## src/rtl/boot_seq_pkg.sv

```systemverilog
// Shared state encoding and sizing helpers for the CADR boot sequencer.
package boot_seq_pkg;

  localparam int unsigned ST_W = 3;

  typedef enum logic [ST_W-1:0] {
    StDcmRst = 3'd0,
    StLock   = 3'd1,
    StCpuRst = 3'd2,
    StBoot   = 3'd3,
    StRun    = 3'd4,
    StHalt   = 3'd5
  } seq_state_e;

  // Width that holds the largest phase count with one bit of headroom.
  function automatic int unsigned cnt_width(input int unsigned a, input int unsigned b,
                                            input int unsigned c, input int unsigned d);
    int unsigned m;
    m = a;
    if (b > m) m = b;
    if (c > m) m = c;
    if (d > m) m = d;
    return $clog2(m) + 1;
  endfunction

endpackage

```

## src/rtl/button_debounce.sv

```systemverilog
// Two-flop synchroniser and rising-edge detector for one asynchronous button.
// With DEBOUNCE_EN defined, a level must persist DebounceCycles cycles before it is accepted.
module button_debounce #(
  parameter int unsigned DebounceCycles = 20000
) (
  input  logic clk_i,
  input  logic rst_i,
  input  logic btn_i,
  output logic event_o
);

`ifdef DEBOUNCE_EN
  localparam bit UseFilter = 1'b1;
`else
  localparam bit UseFilter = 1'b0;
`endif

  logic [1:0] sync_q;
  logic       level;
  logic       prev_q;

  always_ff @(posedge clk_i or posedge rst_i) begin
    if (rst_i) begin
      sync_q <= '0;
      prev_q <= 1'b0;
    end else begin
      sync_q <= {sync_q[0], btn_i};
      prev_q <= level;
    end
  end

  if (UseFilter && DebounceCycles > 1) begin : g_filter
    localparam int unsigned CntW = $clog2(DebounceCycles);

    logic [CntW-1:0] cnt_q, cnt_d;
    logic            stable_q, stable_d;

    // Any sample that agrees with the accepted level restarts the stability count.
    always_comb begin
      stable_d = stable_q;
      cnt_d    = '0;
      if (sync_q[1] != stable_q) begin
        if (cnt_q == CntW'(DebounceCycles - 1)) begin
          stable_d = sync_q[1];
        end else begin
          cnt_d = cnt_q + CntW'(1);
        end
      end
    end

    always_ff @(posedge clk_i or posedge rst_i) begin
      if (rst_i) begin
        cnt_q    <= '0;
        stable_q <= 1'b0;
      end else begin
        cnt_q    <= cnt_d;
        stable_q <= stable_d;
      end
    end

    assign level = stable_q;
  end else begin : g_bypass
    assign level = sync_q[1];
  end

  assign event_o = level & ~prev_q;

endmodule

```

## src/rtl/boot_sequencer.sv

```systemverilog
// Power-up / front-panel sequencer: DCM reset, lock wait, CPU reset, boot pulse, run/halt.
// Define DEBOUNCE_EN to filter the four buttons before edge detection.
module boot_sequencer
  import boot_seq_pkg::*;
#(
  parameter int unsigned DCM_RST_CYCLES  = 16,
  parameter int unsigned LOCK_TIMEOUT    = 4096,
  parameter int unsigned CPU_RST_CYCLES  = 64,
  parameter int unsigned BOOT_CYCLES     = 8,
  parameter int unsigned DEBOUNCE_CYCLES = 20000
) (
  input  logic            sysclk,
  input  logic            reset,
  input  logic            button_r,
  input  logic            button_b,
  input  logic            button_h,
  input  logic            button_c,
  input  logic            dcm_locked,
  output logic            dcm_reset,
  output logic            cpu_reset,
  output logic            boot,
  output logic            halt,
  output logic            interrupt,
  output logic [ST_W-1:0] seq_state
);

  localparam int unsigned CntW =
      cnt_width(DCM_RST_CYCLES, LOCK_TIMEOUT, CPU_RST_CYCLES, BOOT_CYCLES);

  logic ev_r, ev_b, ev_h, ev_c;

  button_debounce #(.DebounceCycles(DEBOUNCE_CYCLES)) u_deb_r (
    .clk_i(sysclk), .rst_i(reset), .btn_i(button_r), .event_o(ev_r));
  button_debounce #(.DebounceCycles(DEBOUNCE_CYCLES)) u_deb_b (
    .clk_i(sysclk), .rst_i(reset), .btn_i(button_b), .event_o(ev_b));
  button_debounce #(.DebounceCycles(DEBOUNCE_CYCLES)) u_deb_h (
    .clk_i(sysclk), .rst_i(reset), .btn_i(button_h), .event_o(ev_h));
  button_debounce #(.DebounceCycles(DEBOUNCE_CYCLES)) u_deb_c (
    .clk_i(sysclk), .rst_i(reset), .btn_i(button_c), .event_o(ev_c));

  seq_state_e      state_q, state_d;
  logic [CntW-1:0] cnt_q, cnt_d;
  logic [1:0]      lock_sync_q;
  logic            locked, expired, lock_needed, load;
  logic            dcm_reset_q, cpu_reset_q, boot_q, halt_q, irq_q, irq_d;

  assign locked      = lock_sync_q[1];
  assign expired     = (cnt_q <= CntW'(1));
  assign lock_needed = state_q inside {StCpuRst, StBoot, StRun, StHalt};

  // Priority: r, lock loss, b, h, c; anything below the winner is dropped.
  always_comb begin
    state_d = state_q;
    irq_d   = 1'b0;
    load    = 1'b0;
    if (ev_r) begin
      state_d = StDcmRst;
      load    = 1'b1;
    end else if (lock_needed && !locked) begin
      state_d = StDcmRst;
    end else begin
      case (state_q)
        StDcmRst: if (expired) state_d = StLock;
        StLock: begin
          if (locked)       state_d = StCpuRst;
          else if (expired) state_d = StDcmRst;
        end
        StCpuRst: if (expired) state_d = StBoot;
        StBoot:   if (expired) state_d = StRun;
        StRun: begin
          if (ev_b)      state_d = StCpuRst;
          else if (ev_h) state_d = StHalt;
          else if (ev_c) irq_d   = 1'b1;
        end
        StHalt: begin
          if (ev_b)      state_d = StCpuRst;
          else if (ev_h) state_d = StRun;
        end
        default: state_d = StDcmRst;
      endcase
    end
    if (state_d != state_q) load = 1'b1;
  end

  always_comb begin
    cnt_d = cnt_q;
    if (load) begin
      case (state_d)
        StDcmRst: cnt_d = CntW'(DCM_RST_CYCLES);
        StLock:   cnt_d = CntW'(LOCK_TIMEOUT);
        StCpuRst: cnt_d = CntW'(CPU_RST_CYCLES);
        StBoot:   cnt_d = CntW'(BOOT_CYCLES);
        default:  cnt_d = '0;
      endcase
    end else if (cnt_q != '0) begin
      cnt_d = cnt_q - CntW'(1);
    end
  end

  always_ff @(posedge sysclk or posedge reset) begin
    if (reset) begin
      state_q     <= StDcmRst;
      cnt_q       <= CntW'(DCM_RST_CYCLES);
      lock_sync_q <= '0;
      dcm_reset_q <= 1'b1;
      cpu_reset_q <= 1'b1;
      boot_q      <= 1'b0;
      halt_q      <= 1'b0;
      irq_q       <= 1'b0;
    end else begin
      state_q     <= state_d;
      cnt_q       <= cnt_d;
      lock_sync_q <= {lock_sync_q[0], dcm_locked};
      dcm_reset_q <= (state_d == StDcmRst);
      cpu_reset_q <= (state_d inside {StDcmRst, StLock, StCpuRst});
      boot_q      <= (state_d == StBoot);
      halt_q      <= (state_d == StHalt);
      irq_q       <= irq_d;
    end
  end

  assign dcm_reset = dcm_reset_q;
  assign cpu_reset = cpu_reset_q;
  assign boot      = boot_q;
  assign halt      = halt_q;
  assign interrupt = irq_q;
  assign seq_state = state_q;

endmodule

```

## config.mk

```make
export PLATFORM = sky130hd
export DESIGN_NAME = boot_sequencer
export DESIGN_NICKNAME = d
export VERILOG_FILES = /design/src/rtl/boot_seq_pkg.sv /design/src/rtl/button_debounce.sv /design/src/rtl/boot_sequencer.sv
export SDC_FILE = /design/constraint.sdc
export NUM_CORES = 1
export LEC_CHECK = 0
export ABC_AREA = 1
export BUFFER_PORTS_ARGS = -buffer_cell sky130_fd_sc_hd__clkbuf_2
export CAP_MARGIN = 20
export CORE_UTILIZATION = 51
export DETAILED_ROUTE_END_ITERATION = 6
export GPL_TIMING_DRIVEN = 1
export PLACE_DENSITY = 0.73
export SYNTH_ARGS = -nofsm -noshare
export SYNTH_HDL_FRONTEND = slang
export SYNTH_SLANG_ARGS = --single-unit
```

## constraint.sdc

```tcl
create_clock -name sysclk -period 1.7 [get_ports sysclk]
set_input_delay 0.085 -clock sysclk [delete_from_list [all_inputs] [get_ports sysclk]]
set_output_delay 0.085 -clock sysclk [all_outputs]
set_load 0.02 [all_outputs]
```

==> results of run 1 <==
-- where the power goes --
group | switching, µW | leakage, µW | internal (µW)
logic | 1700 | 0.000806 | 1490
clock network | 318 | 0.0000314 | 165
registers | 181 | 0.000433 | 1040
-- path summary, 6_finish.rpt --
path | end | slack, ns | cells past startpoint
max in group asynchronous | cpu_reset | 1.02 | 4
min | u_deb_b.sync_q[1] | 0.34 | 4
max reg2reg | cnt_q[1] | -0.31 | 12
min reg2reg | u_deb_c.sync_q[1] | 0.36 | 0
max | cnt_q[1] | -0.31 | 12
min in group sysclk | u_deb_c.sync_q[1] | 0.36 | 0
-- through the flow --
| step | power (µW) | std cells | setup WS [ns] |
|---|---|---|---|
| detailed placement | 3730 | 293 | -0.151 |
| finish | 4900 | 319 | -0.312 |
| global placement | 3610 | 293 | -0.0929 |
| CTS | 4400 | 312 | -0.163 |
| global route | 5230 | 319 | -0.436 |
| floorplan | 2830 | 201 | -0.000164 |
-- area by class of cell --
class	instances	area, µm²
clock inverters	3	25.0
inverters	31	124
clock buffers	5	37.5
flip-flops and latches	35	882
fillers	214	651
well taps	44	55.1
multi-input cells	133	843
repair buffers	68	536
-- routing by layer --
| metal | track usage | up-vias | part of all wire |
|---|---|---|---|
| met4 | 0.146 | 0 | 0.031 |
| met1 | 0.281 | 751 | 0.40 |
| met5 | 0 | - | 0 |
| li1 | - | 761 | - |
| met2 | 0.433 | 61 | 0.52 |
| met3 | 0.0704 | 11 | 0.051 |
-- registers in the layout (all words and copies together), names as in the netlist --
signal and flops:
boot 1, cnt_q 13, cpu_reset 1, dcm_reset 1, halt 1, interrupt 1
lock_sync_q 2, seq_state 3, u_deb_b.prev_q 1, u_deb_b.sync_q 2, u_deb_c.prev_q 1, u_deb_c.sync_q 2
u_deb_h.prev_q 1, u_deb_h.sync_q 2, u_deb_r.prev_q 1, u_deb_r.sync_q 2
-- repair_timing --
action,in CTS,in global routing
pin swaps,5,10
hold buffers,6,0
setup buffers,5,6
cloned,0,1
gates resized for setup,12,27
hold endpoints to repair,37,0
endpoints found under the setup margin,14,18
-- synth_stat cells, types with 4 or more instances --
| library cell | instances | area (µm²) |
|---|---|---|
| nand3_1 | 13 | 65.1 |
| nand2_2 | 7 | 43.8 |
| inv_1 | 28 | 105 |
| nor2_1 | 21 | 78.8 |
| nand2_1 | 44 | 165 |
| o21ai_0 | 5 | 25.0 |
| nor2_2 | 14 | 87.6 |
| a21oi_1 | 4 | 20.0 |
| dfrtp_1 | 32 | 801 |
-- kinds of logic (layout without fill, tap and decap cells) --
family	Yosys count	count (layout)	share of synthesized area
and+or+nand+nor	110	110	0.314
AOI/OAI and AO/OA	14	14	0.0509
xor gates and xnor gates	6	6	0.0301
buffers and inverters	33	107	0.0789
DFF	35	35	0.504
adders and majority gates	3	3	0.0215
-- worst max-delay path: stages, from the launching register on --
cell	delay, ns
dfrtp_1	0.44
nor2_1	0.19
nand2_1	0.15
nor2_2	0.14
nand2_2	0.06
nand2_2	0.10
nand2_2	0.07
nand2_2	0.09
nand3_4	0.10
a21oi_4	0.17
nand3_4	0.14
buf_12	0.17
a21oi_2	0.11
==> reports/results.ini, run 1 <==
[outcome]
outcome=complete, but fails checks
violations=setup timing

[floorplan]
fp.dieArea_um2=3660
coreArea_um2=3150
rows=20
die_h_um=60.5
start_util=0.553
ios=15
die_w_um=60.5

[routing]
wl_per_cell_um=13.7
drc=0
routed_wl_um=4360
drt-initial-drc-count=72
ant_nets=0
dr.pass1.iters=4
routed_via_density=4.97
vias=1584

[worst_setup_path]
cp-end-kind=flip-flop
crit_arrival_ns=2.30
cp-start-kind=flip-flop
r2r-start=cnt_q[7]
worstSetupStartpoint=cnt_q[7]
cp_max_fo=6
worstSetupPathType=flip-flop to flip-flop
crit_required_ns=1.99

[cells_and_area]
mostFrequentLayoutCell=buf_4
area_growth_pct=43.5
finalInstanceArea_um2=2500
layout.nets=284
layout_common_cells=buf_4 (42), dfrtp_1 (30), nand2_1 (28)
num_antenna_cells=0
drive_gt1_frac=0.513
final_util=0.794

[cts]
clockBufferDepth=2
htree_levels=2
cts_made_buffers=5
clk_pin_slew_ns=0.12
cts.sinks=35
root_buffer=clkbuf_4
clk-insertion-delay-late_ns=0.35
cts_tree=done

[timing]
finalSetupTns_ns=-4.14
skew_ns=0.00211
post-route-min-period_ns=2.01
grt_setup_unrepaired=true
setup_violations=19
relSlewSlack=0.712
hold_ws_ns=0.345
worst_pin_slew_ns=0.432
period_share=1.18
finalHoldViolCount=0
final_max_slew_viol_count=0
max_freq_mhz=497
fin_ws_ns=-0.312

[synthesis]
synth_cell_types=27
ys_warn_count=0
ys.flop_type=dfrtp_1
synth_enable_flop_cells=0
ys_seq_area_frac=0.504
synth_async_sr_flop_share=1.00
syn_avg_cell_area_um2=8.68
synth_cells=201
syn-num-nets=211
ys_ff_latch=35
syn-cell-area_um2=1740

[grt]
first_global_vias=1589
track_usage=0.253
gr-total-overflow=0
grt_max_degree=36
grt_first_pass_wirelength_um=6510
antenna_found_initial=0

[power_and_ir_drop]
vdd_drop_max_uv=968
powerDensity_nw_per_um2=1960
cellLeakagePower_uw=0.00127

[placement]
dp_hpwl_um=2870
port_buffers=14
gp_congestion=0.911
placed_area_um2=2150

[hold_path]
hp-class=primary input to asynchronous set/reset pin

[run]
max-cap-violations=0

Note: power is estimated with default switching activity, not from simulation.
==> run 2, diff against run 1 <==
--- a/config.mk
+++ b/config.mk
@@ -9,4 +9,5 @@
 export BUFFER_PORTS_ARGS = -buffer_cell sky130_fd_sc_hd__clkbuf_2
 export CAP_MARGIN = 20
+export CORE_MARGIN = 8
 export CORE_UTILIZATION = 51
 export DETAILED_ROUTE_END_ITERATION = 6
==> constraint.sdc (replaced) <==
create_clock -name sysclk -period 1.7 [get_ports sysclk]
set_input_delay 0.34 -clock sysclk [delete_from_list [all_inputs] [get_ports sysclk]]
set_output_delay 0.34 -clock sysclk [all_outputs]
set_load 0.02 [all_outputs]
==> run 2 against run 1 <==
The flow still finishes with violations (setup timing); fmax up 1.8%; non-clock buffer count down 8; final cell count down 1.9%; critical path depth unchanged; flip-flop and latch count unchanged; design area down 2.4%; clock skew up 0.020 ns; sequential share of layout area up 0.87 points; combinational power down 4%; critical endpoint is now cnt_q[12]; largest cell class unchanged; highest routed layer unchanged.
==> reports/results.ini, run 2 (synthesis results as in run 1) <==
[outcome]
outcome=complete, but fails checks
violations=setup timing

[timing]
post-route-min-period_ns=1.98
finalHoldViolCount=0
worst_pin_slew_ns=0.424
grt_setup_unrepaired=true
setup_violations=17
period_share=1.16
skew_ns=0.0225
relSlewSlack=0.718
fin_ws_ns=-0.277
final_max_slew_viol_count=0
max_freq_mhz=506

[power_and_ir_drop]
p_seq_frac=0.246
vdd_drop_max_uv=846
cellLeakagePower_uw=0.00125
swShare=0.438
comb_power_share=0.625
switching_power_uw=2140
power_uw=4890
intPower_uw=2750
powerDensity_nw_per_um2=2000
pwr-share-clk=0.129

[cells_and_area]
fin_cells=313
layout_common_cells=buf_4 (42), nand2_1 (32), dfrtp_1 (30)
largest_register=cnt_q
fill_cells=245
largest_reg_flops=13
drive_gt1_frac=0.498
mostFrequentLayoutCell=buf_4
num_antenna_cells=0
layout.nets=276
area_growth_pct=40.0

[placement]
dp_hpwl_um=2790
port_buffers=14
gp_congestion=0.902
place_inst=297

[cts]
clockBufferDepth=2
cts.sinks=35
cts-hold-fix-buffers=0
clk-insertion-delay-late_ns=0.35
root_buffer=clkbuf_4
htree_levels=2
cts_tree=done
clk_pin_slew_ns=0.14
cts_made_buffers=5

[routing]
highest_layer=met4
met1_length_um=1840
vias=1557
routed_via_density=4.97
wl_per_cell_um=13.8
ant_nets=0
dr.pass1.iters=4
met3WireLength_um=231
drt-initial-drc-count=108
routed_wl_um=4320
drc=0
met2_length_um=2070

[worst_setup_path]
crit_arrival_ns=2.26
cpPeakStageDelay_ns=0.44
critical_path.cell_chain=nor2_2 > nand2_2 > nor2_4 > nand2_2 > nand2_4 > nand2_4 > nand2_4 > nand3_4 > a21oi_4 > nand3_4 > buf_12 > o21ai_2
crit_required_ns=1.98
cpMostUsedCell=nand2_4
cp_slowest_cell=dfrtp_1
cp-end-kind=flip-flop
cp_max_fo=6
cp-start-kind=flip-flop
worstSetupPathType=flip-flop to flip-flop

[floorplan]
ios=15
fp.dieArea_um2=5550
coreArea_um2=3310
die_h_um=74.5
die_w_um=74.5
rows=21
start_util=0.527

[hold_path]
hp-class=primary input to asynchronous set/reset pin

[grt]
antenna_found_initial=0
grt_first_pass_wirelength_um=6710
grt_max_degree=36
track_usage=0.161
first_global_vias=1541
gr-total-overflow=0

[run]
max-cap-violations=0

-- run 2: changes by cell type in the layout (fill, tap and decap cells not counted), sizes merged --
cell,change
clkinvlp,-1
bufinv,+1
dlygate4sd3,-6
buf,-2
inv,+1
clkinv,-1
-- run 2: through the flow --
stage               hold WS [ns]  setup WS (ns)  area (µm²)   TNS [ns]   util
floorplan                  0.331      -0.000164        1760  -0.000164      -
global placement           0.332        -0.0960        2170     -0.770  0.655
detailed placement         0.336         -0.136        2170      -1.36  0.655
CTS                       0.0455         -0.136        2290      -1.38  0.693
global route              0.0536         -0.371        2440      -5.22  0.738
finish                    0.0303         -0.277        2440      -3.55  0.738
-- run 2: critical path, delay by kind of cell, from the launching register on --
kind	cells	cell delay, ns
buffers and inverters	1	0.17
AND/OR/NAND/NOR	9	1.00
AO/OA/AOI/OAI	2	0.29
flip-flops	1	0.44
-- run 2: final timing paths --
kind / startpoint / endpoint / slack, ns / cells past startpoint
worst max-delay path: cnt_q[2] / cnt_q[12] / -0.28 / 12
worst min-delay path: reset / u_deb_r.prev_q / 0.03 / 3
worst max register to register: cnt_q[2] / cnt_q[12] / -0.28 / 12
worst min register to register: u_deb_c.sync_q[0] / u_deb_c.sync_q[1] / 0.35 / 0
max in group asynchronous: reset / dcm_reset / 1.31 / 3
min in group sysclk: button_h / u_deb_h.sync_q[0] / 0.08 / 1
-- run 2: layout make-up --
class                      instances  area, µm²  share of cell area
clock buffer                       5       37.5              0.0154
clock inverter                     3       47.5              0.0195
inverter                          31        121              0.0497
multi-input combinational        133        843               0.345
sequential                        35        882               0.361
tap                               46       57.6              0.0236
timing repair buffer              60        453               0.185
-- run 2: power by group through the flow --
stage	Sequential (µW)	Clock, µW	Combinational (µW)
after global placement	1210	0	2440
after global routing	1230	685	3340
final	1200	632	3060
after floorplan	1230	0	1600
after detailed placement	1210	0	2510
after CTS	1200	652	2600
-- run 2: metal layers --
layer / vias to the layer above / global-route usage
li1: 748 / -
met1: 725 / 0.184
met2: 62 / 0.261
met3: 22 / 0.0458
met4: 0 / 0.0935
met5: - / 0
-- run 2: repair_timing --
item	CTS	global route
setup buffers	1	6
setup endpoints to repair	16	18
pin swaps	7	14
gates cloned	0	1
resized for setup	10	22
==> run 3, diff against run 2 <==
BUFFER_PORTS_ARGS = not set   (was -buffer_cell sky130_fd_sc_hd__clkbuf_2)
DONT_BUFFER_PORTS = 1   (was not set)
PLACE_DENSITY = 0.69   (was 0.73)
==> run 3 against run 2 <==
The run still ends with setup timing left; design area increased by 1.0%; fmax increased by 1.1%; global-route usage increased by 0.13 points; register-to-register slack improved by 0.02 ns; non-clock buffer count decreased by 8; die area unchanged; largest power group unchanged; highest routed layer unchanged.
==> reports/results.ini, run 3 (synthesis results as in run 1) <==
[outcome]
outcome=complete, but fails checks
violations=setup timing

[timing]
finalHoldViolCount=0
worst_pin_slew_ns=0.322
relSlewSlack=0.783
fin_ws_ns=-0.256
finalSetupTns_ns=-3.02
grt_setup_unrepaired=true
final_max_slew_viol_count=0
max_freq_mhz=511
skew_ns=0.0167
post-route-min-period_ns=1.96
setup_violations=17
period_share=1.15

[cts]
clk_pin_slew_ns=0.11
clockBufferDepth=2
htree_levels=2
cts_tree=done
cts_made_buffers=5
root_buffer=clkbuf_4
clk-insertion-delay-late_ns=0.34
cts.sinks=35

[worst_setup_path]
crit_required_ns=1.94
crit_arrival_ns=2.20
cp_max_fo=3
worstSetupStartpoint=cnt_q[1]
worstRegToRegCells=17
cp-end-kind=flip-flop
cp-start-kind=flip-flop
r2r-start=cnt_q[1]
worstSetupPathType=flip-flop to flip-flop

[routing]
ant_nets=0
routed_via_density=5.19
dr.pass1.iters=4
drt-initial-drc-count=77
drc=0
wl_per_cell_um=15.0
vias=1587
routed_wl_um=4590

[grt]
antenna_found_initial=0
grt_max_degree=21
grt_first_pass_wirelength_um=6820
gr-total-overflow=0
first_global_vias=1550
track_usage=0.162

[placement]
dp_hpwl_um=2750
gp_congestion=0.881
pre_cts_slack_ns=-0.187
placed_area_um2=2130
port_buffers=0

[cells_and_area]
final_util=0.745
largest_reg_flops=13
layout.nets=269
largest_register=cnt_q
finalInstanceArea_um2=2470
drive_gt1_frac=0.504
area_growth_pct=41.5
num_antenna_cells=0
layout_common_cells=buf_4 (43), nand2_1 (31), dfrtp_1 (30)
mostFrequentLayoutCell=buf_4

[power_and_ir_drop]
vdd_drop_max_uv=1290
powerDensity_nw_per_um2=2030
cellLeakagePower_uw=0.00123

[floorplan]
start_util=0.527
die_w_um=74.5
rows=21
fp.dieArea_um2=5550
die_h_um=74.5
coreArea_um2=3310
ios=15

[hold_path]
hold_path_depth=0
hp-start=button_b
hp-class=primary input to flip-flop

[run]
max-cap-violations=0

[run 3: metal layers]
layer  global-route usage  vias to the layer above  share of wire  wire length [µm]
met5                    0                        -              0                 0
met2                0.302                       49           0.56              2570
met1                0.165                      792           0.37              1690
met4               0.0696                        0          0.024               112
li1                     -                      732              -                 -
met3               0.0431                       14          0.046               210
[run 3: cell type report]
class	count	area [µm²]
Clock inverter	3	43.8
Sequential cell	35	882
Multi-Input combinational cell	134	891
Inverter	31	126
Tap cell	46	57.6
Timing Repair Buffer	52	429
Clock buffer	5	37.5
Fill cell	236	843
[run 3: repair_timing]
item | 4_1_cts | 5_1_grt
endpoints found under the setup margin | 16 | 17
gates resized for setup | 23 | 25
buffers inserted | 4 | 3
hold buffers | 3 | 0
pin swaps | 8 | 10
hold endpoints to repair | 34 | 0
cloned | 1 | 0
[run 3: critical path, stage by stage, from the launching register on]
cell,delay [ns]
dfrtp_1,0.45
inv_2,0.08
ha_4,0.16
nand2_2,0.07
nor2_2,0.04
nand2_2,0.08
nand2_2,0.09
nand2_1,0.07
nand2_1,0.06
nand2_2,0.08
nand2_2,0.07
nand2_2,0.09
nand2_4,0.06
buf_4,0.14
nor2_4,0.10
nand3_1,0.10
nand2_1,0.07
inv_1,0.03
[run 3: final timing paths]
kind                       slack (ns)                 to
max reg2reg                     -0.26           cnt_q[3]
max                             -0.26           cnt_q[3]
min in group asynchronous        0.44     u_deb_c.prev_q
min reg2reg                      0.34  u_deb_b.sync_q[1]
min                              0.03  u_deb_b.sync_q[0]
max in group asynchronous        0.94          cpu_reset
[run 3: where the power goes]
| part | internal, µW | leakage (µW) | total (µW) | switching (µW) |
|---|---|---|---|---|
| Clock | 309 | 0.0000452 | 601 | 292 |
| Sequential | 1050 | 0.000433 | 1240 | 197 |
| Combinational | 1380 | 0.000749 | 3150 | 1770 |
| Total | 2730 | 0.00123 | 5000 | 2260 |
[run 3: stage by stage]
step,instances,power (µW),hold WS (ns)
after floorplan,201,2830,0.331
after global placement,287,3620,0.263
after detailed placement,287,3690,0.272
after CTS,303,4600,0.0128
after global routing,306,5310,0.000547
final,306,5000,0.0276
